==> config.mk <==
export PLATFORM = sky130hd
export DESIGN_NAME = unidade_controle_param
export DESIGN_NICKNAME = d
export VERILOG_FILES = /design/src/rtl/unidade_controle_param.sv
export SDC_FILE = /design/constraint.sdc
export NUM_CORES = 1
export LEC_CHECK = 0
export BUFFER_PORTS_ARGS = -buffer_cell sky130_fd_sc_hd__buf_4
export CORE_MARGIN = 1.5
export CORE_UTILIZATION = 40
export CTS_CLUSTER_SIZE = 14
export DETAILED_ROUTE_END_ITERATION = 12
export PLACE_DENSITY = 0.79
export SYNTH_ARGS = -nofsm -noshare
export SYNTH_HDL_FRONTEND = slang
export SYNTH_SLANG_ARGS = --single-unit
==> constraint.sdc <==
create_clock -name Clock -period 2.5 [get_ports Clock]
set_input_delay 0.5 -clock Clock [delete_from_list [all_inputs] [get_ports Clock]]
set_output_delay 0.5 -clock Clock [all_outputs]
set_load 0.05 [all_outputs]
==> src/rtl/unidade_controle_param.sv <==
// rtl/unidade_controle_param.sv - multicycle processor control unit with internal step sequencing
// Fetch/execute FSM with configurable memory wait states; outputs decode state, Instrucao and GRout.
module unidade_controle_param #(
  parameter int REG_BITS = 3,
  parameter int DATA_W   = 16,
  parameter int MEM_LAT  = 2,
  parameter int PC_IDX   = 0,
  localparam int NREGS   = 2**REG_BITS,
  localparam int IW      = 3 + 2*REG_BITS
) (
  input  logic              Clock,
  input  logic              Resetn,
  input  logic              Run,
  input  logic [IW-1:0]     Instrucao,
  input  logic [DATA_W-1:0] GRout,
  output logic [NREGS-1:0]  Rin,
  output logic [NREGS-1:0]  Rout,
  output logic              IRin,
  output logic              ADDRin,
  output logic              DOUTin,
  output logic              W_D,
  output logic              IncrPc,
  output logic              Ain,
  output logic              Gin,
  output logic              Gout,
  output logic [1:0]        Ulaop,
  output logic              DINout,
  output logic              Done,
  output logic              Busy
);

  typedef enum logic [2:0] {
    S_IDLE, S_F_ADDR, S_F_WAIT, S_F_LOAD, S_E0, S_E1, S_E2, S_E_WAIT
  } state_t;

  localparam logic [2:0] OP_MV   = 3'b000;
  localparam logic [2:0] OP_MVI  = 3'b001;
  localparam logic [2:0] OP_ADD  = 3'b010;
  localparam logic [2:0] OP_SUB  = 3'b011;
  localparam logic [2:0] OP_LD   = 3'b100;
  localparam logic [2:0] OP_ST   = 3'b101;
  localparam logic [2:0] OP_MVNZ = 3'b110;
  localparam logic [2:0] OP_AND  = 3'b111;

  localparam logic             LAT_NZ = (MEM_LAT > 0);
  localparam logic [2:0]       LAT_M1 = (MEM_LAT > 0) ? 3'(MEM_LAT - 1) : 3'd0;
  localparam logic [NREGS-1:0] PC_HOT = NREGS'(1) << PC_IDX;

  state_t state, state_nxt;
  logic [2:0] wait_cnt, wait_nxt;

  logic [2:0]          opcode;
  logic [REG_BITS-1:0] rx, ry;
  logic [NREGS-1:0]    rx_hot, ry_hot;

  assign opcode = Instrucao[IW-1 -: 3];
  assign rx     = Instrucao[2*REG_BITS-1 -: REG_BITS];
  assign ry     = Instrucao[REG_BITS-1:0];
  assign rx_hot = NREGS'(1) << rx;
  assign ry_hot = NREGS'(1) << ry;

  always_ff @(posedge Clock or negedge Resetn) begin
    if (!Resetn) begin
      state    <= S_IDLE;
      wait_cnt <= 3'd0;
    end else begin
      state    <= state_nxt;
      wait_cnt <= wait_nxt;
    end
  end

  always_comb begin
    state_nxt = state;
    wait_nxt  = wait_cnt;
    Rin       = '0;
    Rout      = '0;
    IRin      = 1'b0;
    ADDRin    = 1'b0;
    DOUTin    = 1'b0;
    W_D       = 1'b0;
    IncrPc    = 1'b0;
    Ain       = 1'b0;
    Gin       = 1'b0;
    Gout      = 1'b0;
    Ulaop     = 2'b00;
    DINout    = 1'b0;
    Done      = 1'b0;
    Busy      = (state != S_IDLE);

    case (state)
      S_IDLE: if (Run) state_nxt = S_F_ADDR;

      S_F_ADDR: begin
        Rout      = PC_HOT;
        ADDRin    = 1'b1;
        wait_nxt  = LAT_M1;
        state_nxt = LAT_NZ ? S_F_WAIT : S_F_LOAD;
      end

      S_F_WAIT: begin
        if (wait_cnt == 3'd0) state_nxt = S_F_LOAD;
        else                  wait_nxt  = wait_cnt - 3'd1;
      end

      S_F_LOAD: begin
        DINout    = 1'b1;
        IRin      = 1'b1;
        IncrPc    = 1'b1;
        state_nxt = S_E0;
      end

      S_E0: begin
        case (opcode)
          OP_MV: begin
            Rout = ry_hot;
            Rin  = rx_hot;
            Done = 1'b1;
          end
          OP_MVI, OP_LD: begin
            Rout      = (opcode == OP_MVI) ? PC_HOT : ry_hot;
            ADDRin    = 1'b1;
            wait_nxt  = LAT_M1;
            state_nxt = LAT_NZ ? S_E_WAIT : S_E1;
          end
          OP_ADD, OP_SUB, OP_AND: begin
            Rout      = rx_hot;
            Ain       = 1'b1;
            state_nxt = S_E1;
          end
          OP_ST: begin
            Rout      = ry_hot;
            ADDRin    = 1'b1;
            state_nxt = S_E1;
          end
          default: begin
            // mvnz: a zero G suppresses the whole move, not just the write
            Done = 1'b1;
            if (GRout != '0) begin
              Rout = ry_hot;
              Rin  = rx_hot;
            end
          end
        endcase
      end

      S_E_WAIT: begin
        if (wait_cnt == 3'd0) state_nxt = S_E1;
        else                  wait_nxt  = wait_cnt - 3'd1;
      end

      S_E1: begin
        case (opcode)
          OP_MVI, OP_LD: begin
            DINout = 1'b1;
            Rin    = rx_hot;
            // loading the PC directly must not be disturbed by the increment
            IncrPc = (opcode == OP_MVI) && (rx != REG_BITS'(PC_IDX));
            Done   = 1'b1;
          end
          OP_ADD, OP_SUB, OP_AND: begin
            Rout      = ry_hot;
            Gin       = 1'b1;
            Ulaop     = (opcode == OP_SUB) ? 2'b01 : (opcode == OP_AND) ? 2'b10 : 2'b00;
            state_nxt = S_E2;
          end
          OP_ST: begin
            Rout      = rx_hot;
            DOUTin    = 1'b1;
            state_nxt = S_E2;
          end
          default: state_nxt = S_IDLE;
        endcase
      end

      S_E2: begin
        case (opcode)
          OP_ADD, OP_SUB, OP_AND: begin
            Gout = 1'b1;
            Rin  = rx_hot;
            Done = 1'b1;
          end
          OP_ST: begin
            W_D  = 1'b1;
            Done = 1'b1;
          end
          default: state_nxt = S_IDLE;
        endcase
      end

      default: state_nxt = S_IDLE;
    endcase

    if (Done) state_nxt = Run ? S_F_ADDR : S_IDLE;
  end

endmodule

[Word-level counts from Yosys, hierarchy flattened]
Cells that the tools add are included.
Cells by class
  add/subtract/negate cells: 1
  eq/ne operators: 21
  shift-type cells: 2
  muxes and demuxes: 43
  reduce and logical (&&, ||, !) cells: 17
Operator list (count)
  $pmux W8 S3: 3
  $mux W8: 5
  $pmux W8 S2: 2
  $pmux W3 S8: 1
  $eq A3 B3 Y1 const B: 7
  $mux W3: 7
  $reduce_bool A16 Y1: 1
  $shl A1 B3 Y8 const A: 2
  $ne A3 B3 Y1 const B: 5
  $mux W1: 14
  $eq A3 B2 Y1 const B: 4
  $pmux W3 S2: 2
  $logic_not A3 Y1: 3
  $pmux W3 S3: 1
  $reduce_bool A3 Y1: 3
  $mux W2: 4
  $eq A3 B1 Y1 const B: 2
  $pmux W1 S2: 3
  $reduce_and A6 Y1: 1
  $reduce_or A2 Y1: 3
  $reduce_or A3 Y1: 2
  $reduce_or A6 Y1: 1
  $ne A2 B2 Y1 const B: 2
  $ne A4 B4 Y1 const B: 1
  other kinds (5): 5
Storage, ports and cells
  flip-flop bits (word level): 6
  output and inout bits: 29
  logic and storage cells: 86

[Longest topological paths before layout]
Gate-level depths: netlist of the first run.
  word-level depth: 6
  depth in mapped cells: 7
  gate-level depth less buffers: 7

[Least setup slack after synthesis of the first run]
OpenSTA, ideal clock, no wires.
  kind: in2out
  from: input port Instrucao[6]
  to: output port IncrPc
  arrival: 2.732 ns
  data required time: 2.000 ns
  setup slack: -0.732 ns
  stages on the path: 4
  path buffers: 1
  path through: buf_2 -> inv_1 -> or3_1 -> o41ai_1
Between the ends
  longest elaborated chain between the ends: 4
Ends and longest elaborated chain
  from (decl): RTL line 14  | input logic [IW-1:0] Instrucao,
  $eq A3 B1 Y1 / $eq A3 B3 Y1 (equally long branches): RTL line 152, 157
  $reduce_or A2 Y1 / $logic_and A1 B1 Y1 (equally long branches): RTL line 152, 157
  $mux W1 *: RTL line 152  | case (opcode)
  $pmux W1 S2 *: RTL line 90  | case (state)
  to (decl): RTL line 22  | output logic IncrPc,
Every way passes the cells marked *; elsewhere a longest branch is shown, timed or not.

[Final worst setup path of the first run]
  from: register state[1]
  to: output port DINout
Between the ends
  longest elaborated chain between the ends: 2
Ends and longest elaborated chain
  from (decl): RTL line 49  | state_t state, state_nxt;
  from (signal assigned): RTL line 67  | state <= state_nxt;
  $eq A3 B3 Y1 / $eq A3 B2 Y1 (equally long branches): RTL line 90
  $pmux W1 S2 *: RTL line 90
  to (decl): RTL line 27  | output logic DINout,
Marked as above.

==> results.md, run 1 <==
- Die H: 60.4 um
- Clock root buffer: clkbuf_4
- Synthesis Warnings: 0
- Row count: 20
- Final Hold Viols: 0
- Hold WC Path Type: in -> async
- Total design power: 1.51 mW
- Crit path time final: 2420 ps
- Clock latency on the worst-skew pair: 260 ps
- N_diodes: 0
- Crit Path Class: reg -> out
- Initial antenna violation count: 0
- Cell taking the most area after synthesis: dfrtp_1
- CP max stage delay: 460 ps
- Synthesis-stage register bit count: 6
- Die outline width: 60.4 um
- GP Congestion: 0.794
- Drt first pass iters: 5
- FFs w/ async S/R, synth: 100%
- Share of cells above drive strength 1: 47.6%
- Data arrival, critical path: 1920 ps
- DRC: 0
- Total negative slack: 0 ps
- Synth area leaders: dfrtp_1 (11%), a22oi_1 (6.8%), a21oi_1 (6.1%), o32ai_1 (5.3%), nand3b_1 (3.4%)
- Die ar.: 3650 sq um
- Via count: 1790
- Crit path buf inv count: 1
- H-tree depth: 1
- Gr ovfl total: 0
- Sink Count: 6
- Syn Nets: 210
- Num CTS Buffers: 3
- Post-synthesis sequential area ratio: 11.4%
- Layout area overhead: 56.0%
- Synth cell types: 56
- Clk pin slew, worst setup/hold paths: 50 ps
- Worst-path maximum fanout: 11
- Slew @ Worst Pin: 491 ps
- Status: complete, no violations
- GRT Resource Usage Total: 25.6%
- CTS Buffer Depth: 2
- Post-Syn Area: 1320 sq um
- RSZ-0062 raised after global routing: false
- Initial Utilization: 42.5%
- Total Wirelength: 4.48 mm
- Final ANT Viol Nets: 0
- DRT iter0 DRCs: 122
- Pwr/cell area: 734 nW/um^2
- Slew margin rel.: 67.2%
- Post-DP HPWL: 3.43 mm
- Io pins: 57
- Fmax achieved: 413 MHz
- First-pass GRT wire length: 7.16 mm
- Final Skew: 5.30 ps
- Slew Viols, Final: 0
- Post-synth top area share: 11.4%
- Fin nets: 278
- CP Launch Type: flip-flop
- Average footprint of a synthesized cell: 7.32 sq um
- CTS tree: yes
- Drt wl/cell: 15.4 um
- Worst-path cell chain: nand2b_1 > or2_2 > a211o_1 > nand2_1 > buf_4
- Max cap viols: 0
- Core ar.: 3100 sq um
- Top cell family by delay on the critical path: simple AND/OR/NAND/NOR gates
- Largest net degree at the start of global routing: 19
- Number of flops mapped to enable cells by yosys: 0
- Top FF cell, synth: dfrtp_1
- Slowest CP cell: dfrtp_2
- Crit share post-route: 96.8%
- Vias in the first global route: 1567
- Final setup fails: 0
- Worst endpoint required time: 2000 ps
- CP Capture Type: primary output
- Leakage: 0.842 nW
- Max VDD drop: 0.562 mV
- Post-Synthesis Cells: 180
- PortBufs: 56
- Via-to-Cell Ratio: 6.17
- CTS Hold Bufs: 0
sequential cells by signal, summed over array words and instances, names as in the netlist:
name	cells
wait_cnt	3
state	3
final cells by class:
| cell class | count | area, sq um |
|---|---|---|
| sequential | 6 | 154 |
| clock buffer | 3 | 22.5 |
| tap | 44 | 55.1 |
| multi-input combinational | 151 | 1180 |
| inverter | 9 | 33.8 |
| fill | 298 | 1050 |
| timing repair buffer | 77 | 606 |
layout by cell type (no fill, tap or decap), drive strengths merged, types with 2 or more instances in the layout:
master / instances
o21ai: 3
a21oi: 16
or3b: 2
or4b: 2
nor3: 7
a31oi: 2
a2111oi: 2
o2bb2ai: 2
o22ai: 3
nor2b: 4
nor4: 5
a221oi: 2
inv: 9
a21boi: 4
nand3: 2
and3b: 4
nand2: 8
and3: 2
nor3b: 5
o211ai: 2
nor2: 12
nand2b: 6
ha: 2
nand3b: 6
or2: 2
clkbuf: 3
a22o: 5
a22oi: 12
or3: 3
o32ai: 8
dfrtp: 6
buf: 77
a2bb2oi: 3
routing by layer:
layer,up-vias,track usage (%),wire [um]
li1,850,-,-
met5,-,0,0
met2,90,41.9,2010
met1,844,35.0,2000
met4,0,4.44,27
met3,6,5.97,438
where the power goes:
part,switching (mW),internal (mW)
Sequential,0.0573,0.148
Combinational,0.727,0.479
Clock,0.0428,0.0548
Total,0.827,0.682
cells by family after synthesis:
kind of cell             after synthesis  share of synthesized area, %
AO/OA/AOI/OAI                         74                          43.1
XOR/XNOR                               1                         0.665
adder cells (fa/ha/maj)                3                          2.66
buffers and inverters                 23                          8.07
flip-flops                             6                          11.4
multiplexers                           1                         0.855
AND/OR/NAND/NOR                       72                          33.2
per-stage QoR:
step	utilization, %	instance area, sq um	setup slack [ps]	std cells	hold WS [ps]
finish	66.3	2060	80.5	290	39.6
detailed placement	62.7	1950	47.5	287	315
floorplan	-	1370	-410	180	204
global placement	62.7	1950	87.9	287	312
CTS	64.8	2010	1.84	290	39.4
global route	66.3	2060	14.7	290	34.6
cell usage after synthesis (3+ instances only):
cell       count
o32ai_1        8
a2bb2oi_1      3
buf_2          7
dfrtp_1        6
clkbuf_1       3
a22o_1         5
a22oi_1       12
nor3_1         7
nand2b_1       6
nor2b_1        3
and3b_1        4
nor2_1        11
nor4_1         5
a21oi_1       16
nand2_1        8
a21boi_1       4
or3_1          3
nor3b_1        5
o22ai_1        3
inv_1          9
nand3b_1       6
what timing repair did:
| item | 4_1_cts | 5_1_grt |
|---|---|---|
| resized for setup | 7 | 11 |
| pin swaps | 0 | 0 |
| endpoints found under the setup margin | 8 | 18 |
| setup buffers | 0 | 0 |
worst paths after layout:
| kind | startpoint | end | slack, ps | depth (start not counted) |
|---|---|---|---|---|
| hold reg to reg | wait_cnt[1]$_DFFE_PN0P_ | wait_cnt[1]$_DFFE_PN0P_ | 510 | 2 |
| setup reg to reg | state[0]$_DFFE_PN0P_ | wait_cnt[0]$_DFFE_PN0P_ | 770 | 5 |
| hold / removal | Resetn | state[1]$_DFFE_PN0P_ | 40 | 1 |
| setup / recovery | state[1]$_DFFE_PN0P_ | DINout | 80 | 5 |
| min in group Clock | wait_cnt[1]$_DFFE_PN0P_ | wait_cnt[1]$_DFFE_PN0P_ | 510 | 2 |
| max in group asynchronous | Resetn | state[0]$_DFFE_PN0P_ | 2330 | 1 |
Power figures use the tool's default switching activity.
==> run 2, diff against run 1 <==
- CTS_BUF_LIST: default -> sky130_fd_sc_hd__clkbuf_16
==> results.md, run 2 (synthesis gave the netlist of run 1 again) <==
- Drt first pass iters: 4
- Total Wirelength: 4.54 mm
- Worst r2r src: state[0]$_DFFE_PN0P_
- Drt wl/cell: 15.7 um
- Die ar.: 3650 sq um
- CTS Buffer Depth: 2
- Final setup margin: -25.0 ps
- PortBufs: 56
- Final ANT Viol Nets: 0
- Max cap viols: 0
- Crit share post-route: 101%
- Crit Path Class: reg -> out
- Hold WC Path Type: in -> async
- R2r setup slk: 750 ps
- Largest net degree at the start of global routing: 19
- DP Area: 1950 sq um
- Worst endpoint required time: 2000 ps
- Setup crit start: state[0]$_DFFE_PN0P_
- Fin util: 66.2%
- GRT Resource Usage Total: 25.5%
- RSZ-0062 raised after global routing: true
- Data arrival, critical path: 2030 ps
- Vias in the first global route: 1573
- CP Capture Type: primary output
- Die H: 60.4 um
- Failing checks: setup timing
- Final Hold Viols: 0
- DRT iter0 DRCs: 162
- Via count: 1789
- Final Skew: 2.33 ps
- Worst Hold Slack: 74.6 ps
- Initial antenna violation count: 0
- Slowest CP cell: or3b_2
- Fmax achieved: 396 MHz
- Crit path buf inv count: 2
- Io pins: 57
- Clk pin slew, worst setup/hold paths: 40 ps
- Slew @ Worst Pin: 488 ps
- Row count: 20
- Total design power: 1.65 mW
- First-pass GRT wire length: 7.15 mm
- Top cell family by delay on the critical path: simple AND/OR/NAND/NOR gates
- Slew margin rel.: 67.4%
- CP max stage delay: 530 ps
- Via-to-Cell Ratio: 6.17
- Pwr/cell area: 805 nW/um^2
- Status: finished, violations left
- Leakage: 0.857 nW
- Clock latency on the worst-skew pair: 230 ps
- Post-Place Cells: 287
- Post-CTS setup buffer count: 0
- Crit path time final: 2530 ps
- Share of cells above drive strength 1: 45.5%
- DRC: 0
- Most common cell after layout, fill and taps aside: buf_4
- CP Launch Type: flip-flop
- Final Non-Filler Cells: 290
- Initial Utilization: 42.5%
- Worst-path cell chain: or3b_2 > buf_4 > o32ai_1 > buf_4
- FF-to-FF End: wait_cnt[0]$_DFFE_PN0P_
- Leading cell types in the layout, fill and taps excluded: buf_4 (75), a22oi_1 (12), nor2_1 (11), a21oi_1 (11), inv_1 (9)
- Slew Viols, Final: 0
- Die outline width: 60.4 um
- Top flop regs: state: 3 flops, wait_cnt: 3 flops
- Layout area overhead: 55.9%
- Post-DP HPWL: 3.43 mm
- Sink Count: 6
- Worst-path maximum fanout: 9
- Final setup fails: 1
- GP Congestion: 0.794
- Gr ovfl total: 0
- Fin nets: 278
- Num CTS Buffers: 3
- CTS tree: yes
- R2R depth: 5
- CP most frequent cell: buf_4
- Clock root buffer: clkbuf_16
- Core ar.: 3100 sq um
- H-tree depth: 1
- Max VDD drop: 0.802 mV
- Post-route cell area: 2050 sq um
- N_diodes: 0
[run 2: changes by cell type in the layout (fill, tap and decap cells not counted)]
cell / delta
clkbuf_4: -3
or3b_2: +1
buf_4: +3
o32ai_2: -4
nor2_1: +1
clkbuf_16: +3
a21oi_2: +1
a21oi_4: -1
nor2_2: -1
o32ai_1: +4
buf_6: -3
or3b_4: -1
[run 2: power breakdown]
group	leakage, nW	internal, mW	switching, mW	total, mW
combinational	0.750	0.466	0.723	1.19
sequential	0.0702	0.149	0.0561	0.205
clock	0.0370	0.205	0.0555	0.261
[run 2: how the worst max path moves through the flow]
stage / cells past startpoint / slack, ps / to
3_3_place_gp: 6 / 90 / Rin[1]
3_5_place_dp: 6 / 50 / Rin[5]
4_1_cts: 4 / 20 / Rout[3]
6_report: 4 / -30 / Rout[3]
2_1_floorplan: 4 / -410 / Rout[1]
5_1_grt: 4 / -10 / Rout[3]
[run 2: timing repair]
item | CTS | global route
setup endpoints to repair | 1 | 12
gates resized for setup | 2 | 6
cloned | 0 | 0
pin swaps | 0 | 0
hold buffers | 0 | 0
endpoints found under the hold margin | 0 | 0
[run 2: metrics by stage]
| step | TNS (ps) | worst slack [ps] |
|---|---|---|
| 6_report | -25.0 | -25.0 |
| 5_1_grt | -17.2 | -10.2 |
| 4_1_cts | 0 | 20.4 |
| 3_5_place_dp | 0 | 47.5 |
| 3_3_place_gp | 0 | 87.9 |
| 2_1_floorplan | -2970 | -410 |
[run 2: cell type report]
type	instances	area (sq um)
Sequential cell	6	154
Fill cell	278	1050
Clock buffer	3	75.1
Multi-Input combinational cell	151	1140
Timing Repair Buffer	77	594
Tap cell	44	55.1
Inverter	9	33.8
[run 2: per-layer routing]
| metal | vias to the layer above | share of wire [%] | GRT usage [%] |
|---|---|---|---|
| met5 | - | 0 | 0 |
| met4 | 0 | 0.55 | 4.13 |
| met3 | 4 | 12 | 6.61 |
| met2 | 102 | 45 | 41.5 |
| met1 | 837 | 43 | 34.7 |
| li1 | 846 | - | - |
==> run 3, diff against run 2 <==
- GPL_ROUTABILITY_DRIVEN: default -> 0
- clock period: 2.5 -> 3.21 ns (I/O delays scaled with it)
==> results.md, run 3 (synthesis gave the netlist of run 1 again) <==
- Status: complete, no violations
- Drt wl/cell: 14.4 um
- Worst-path maximum fanout: 14
- Post-DP HPWL: 2.92 mm
- Total negative slack: 0 ps
- Die H: 60.4 um
- Core ar.: 3100 sq um
- Top flop regs: state: 3 flops, wait_cnt: 3 flops
- Worst-path cell chain: or3b_2 > nor2_1 > a32oi_2 > a21oi_1 > buf_4
- CTS Buffer Depth: 2
- First-pass GRT wire length: 5.99 mm
- Die ar.: 3650 sq um
- DRC: 0
- Slew margin rel.: 69.4%
- Final setup fails: 0
- Layout area overhead: 39.7%
- Post-CTS sizing: 0
- Row count: 20
- DP Area: 1770 sq um
- Fin util: 59.3%
- Final Hold Viols: 0
- Io pins: 57
- Crit share post-route: 89.2%
- Total Wirelength: 3.93 mm
- Worst endpoint required time: 2570 ps
- Final Non-Filler Cells: 273
- Data arrival, critical path: 2220 ps
- Final ANT Viol Nets: 0
- Largest net degree at the start of global routing: 34
- Die outline width: 60.4 um
- Reg area: 150 sq um
- Share of cells above drive strength 1: 34.5%
- Clock latency on the worst-skew pair: 230 ps
- Sink Count: 6
- Multi-input gate area: 1080 sq um
- Slew @ Worst Pin: 458 ps
- Post-route cell area: 1840 sq um
- Fin nets: 261
- Fill cell count: 323
- Drt first pass iters: 4
- Gr ovfl total: 0
- Clk pin slew, worst setup/hold paths: 30 ps
- CTS Hold Bufs: 0
- GRT Resource Usage Total: 21.2%
- Via-to-Cell Ratio: 6.12
- Vias in the first global route: 1324
- Num CTS Buffers: 3
- Max VDD drop: 0.497 mV
- N_diodes: 0
- Worst Hold Slack: 215 ps
- Final setup margin: 348 ps
- Crit Path Class: reg -> out
- Post-CTS setup buffer count: 0
- DRT iter0 DRCs: 106
- Max cap viols: 0
- Leakage: 0.768 nW
- Setup Slack @ Placement: 406 ps
- Final Skew: 0.332 ps
- Slew Viols, Final: 0
- Slowest CP cell: or3b_2
- Via count: 1671
- Fmax achieved: 349 MHz
- Most common cell after layout, fill and taps aside: buf_4
- Initial Utilization: 42.5%
- Total design power: 1.19 mW
- Leading cell types in the layout, fill and taps excluded: buf_4 (60), a21oi_1 (16), a22oi_1 (12)
- CP Launch Type: flip-flop
- PortBufs: 56
- CTS tree: yes
- H-tree depth: 1
- Pwr/cell area: 648 nW/um^2
- Crit path time final: 2860 ps
- Hold WC Path Type: in -> async
- RSZ-0062 raised after global routing: false
- Initial antenna violation count: 0
- Clock root buffer: clkbuf_16
- Post-Place Cells: 270
- CP max stage delay: 640 ps
- CP Capture Type: primary output
-- run 3: cell count changes in the layout (fill, tap and decap cells not counted), moves of 3 or more --
cell      delta
a21oi_1      +5
dfrtp_2      -3
dfrtp_1      +3
a21oi_2      -5
a21boi_2     -4
buf_4       -15
a21boi_1     +4
-- run 3: metal layers --
layer	up-vias	part of all wire, %	GRT usage [%]
met5	-	0	0
met4	0	0	2.86
met3	0	11	3.62
met2	89	45	31.1
met1	765	44	32.9
li1	817	-	-
-- run 3: power breakdown --
group | switching, mW | total, mW | leakage (nW) | internal (mW)
combinational | 0.504 | 0.817 | 0.658 | 0.313
sequential | 0.0639 | 0.175 | 0.0735 | 0.111
clock | 0.0396 | 0.199 | 0.0370 | 0.160
-- run 3: worst max-delay path, delay by kind of cell, from the launching register on --
kind / cells / cell delay (ps)
DFF: 1 / 600
and+or+nand+nor: 2 / 800
AOI/OAI and AO/OA: 2 / 370
buffers and inverters: 1 / 230
-- run 3: cell type report --
class,count,area share (%)
inverter,9,1.84
tap,44,2.99
clock buffer,3,4.08
multi-input combinational,151,58.5
timing repair buffer,60,24.5
sequential,6,8.16
-- run 3: final timing paths --
kind | cells past startpoint | slack (ps) | start | to
hold reg to reg | 2 | 500 | wait_cnt[2]$_DFFE_PN0P_ | wait_cnt[2]$_DFFE_PN0P_
setup / recovery | 5 | 350 | state[2]$_DFFE_PN0P_ | Rin[0]
min in group Clock | 2 | 500 | wait_cnt[2]$_DFFE_PN0P_ | wait_cnt[2]$_DFFE_PN0P_
setup reg to reg | 4 | 1380 | state[2]$_DFFE_PN0P_ | wait_cnt[0]$_DFFE_PN0P_
max in group asynchronous | 1 | 2880 | Resetn | state[2]$_DFFE_PN0P_
hold / removal | 1 | 220 | Resetn | wait_cnt[0]$_DFFE_PN0P_
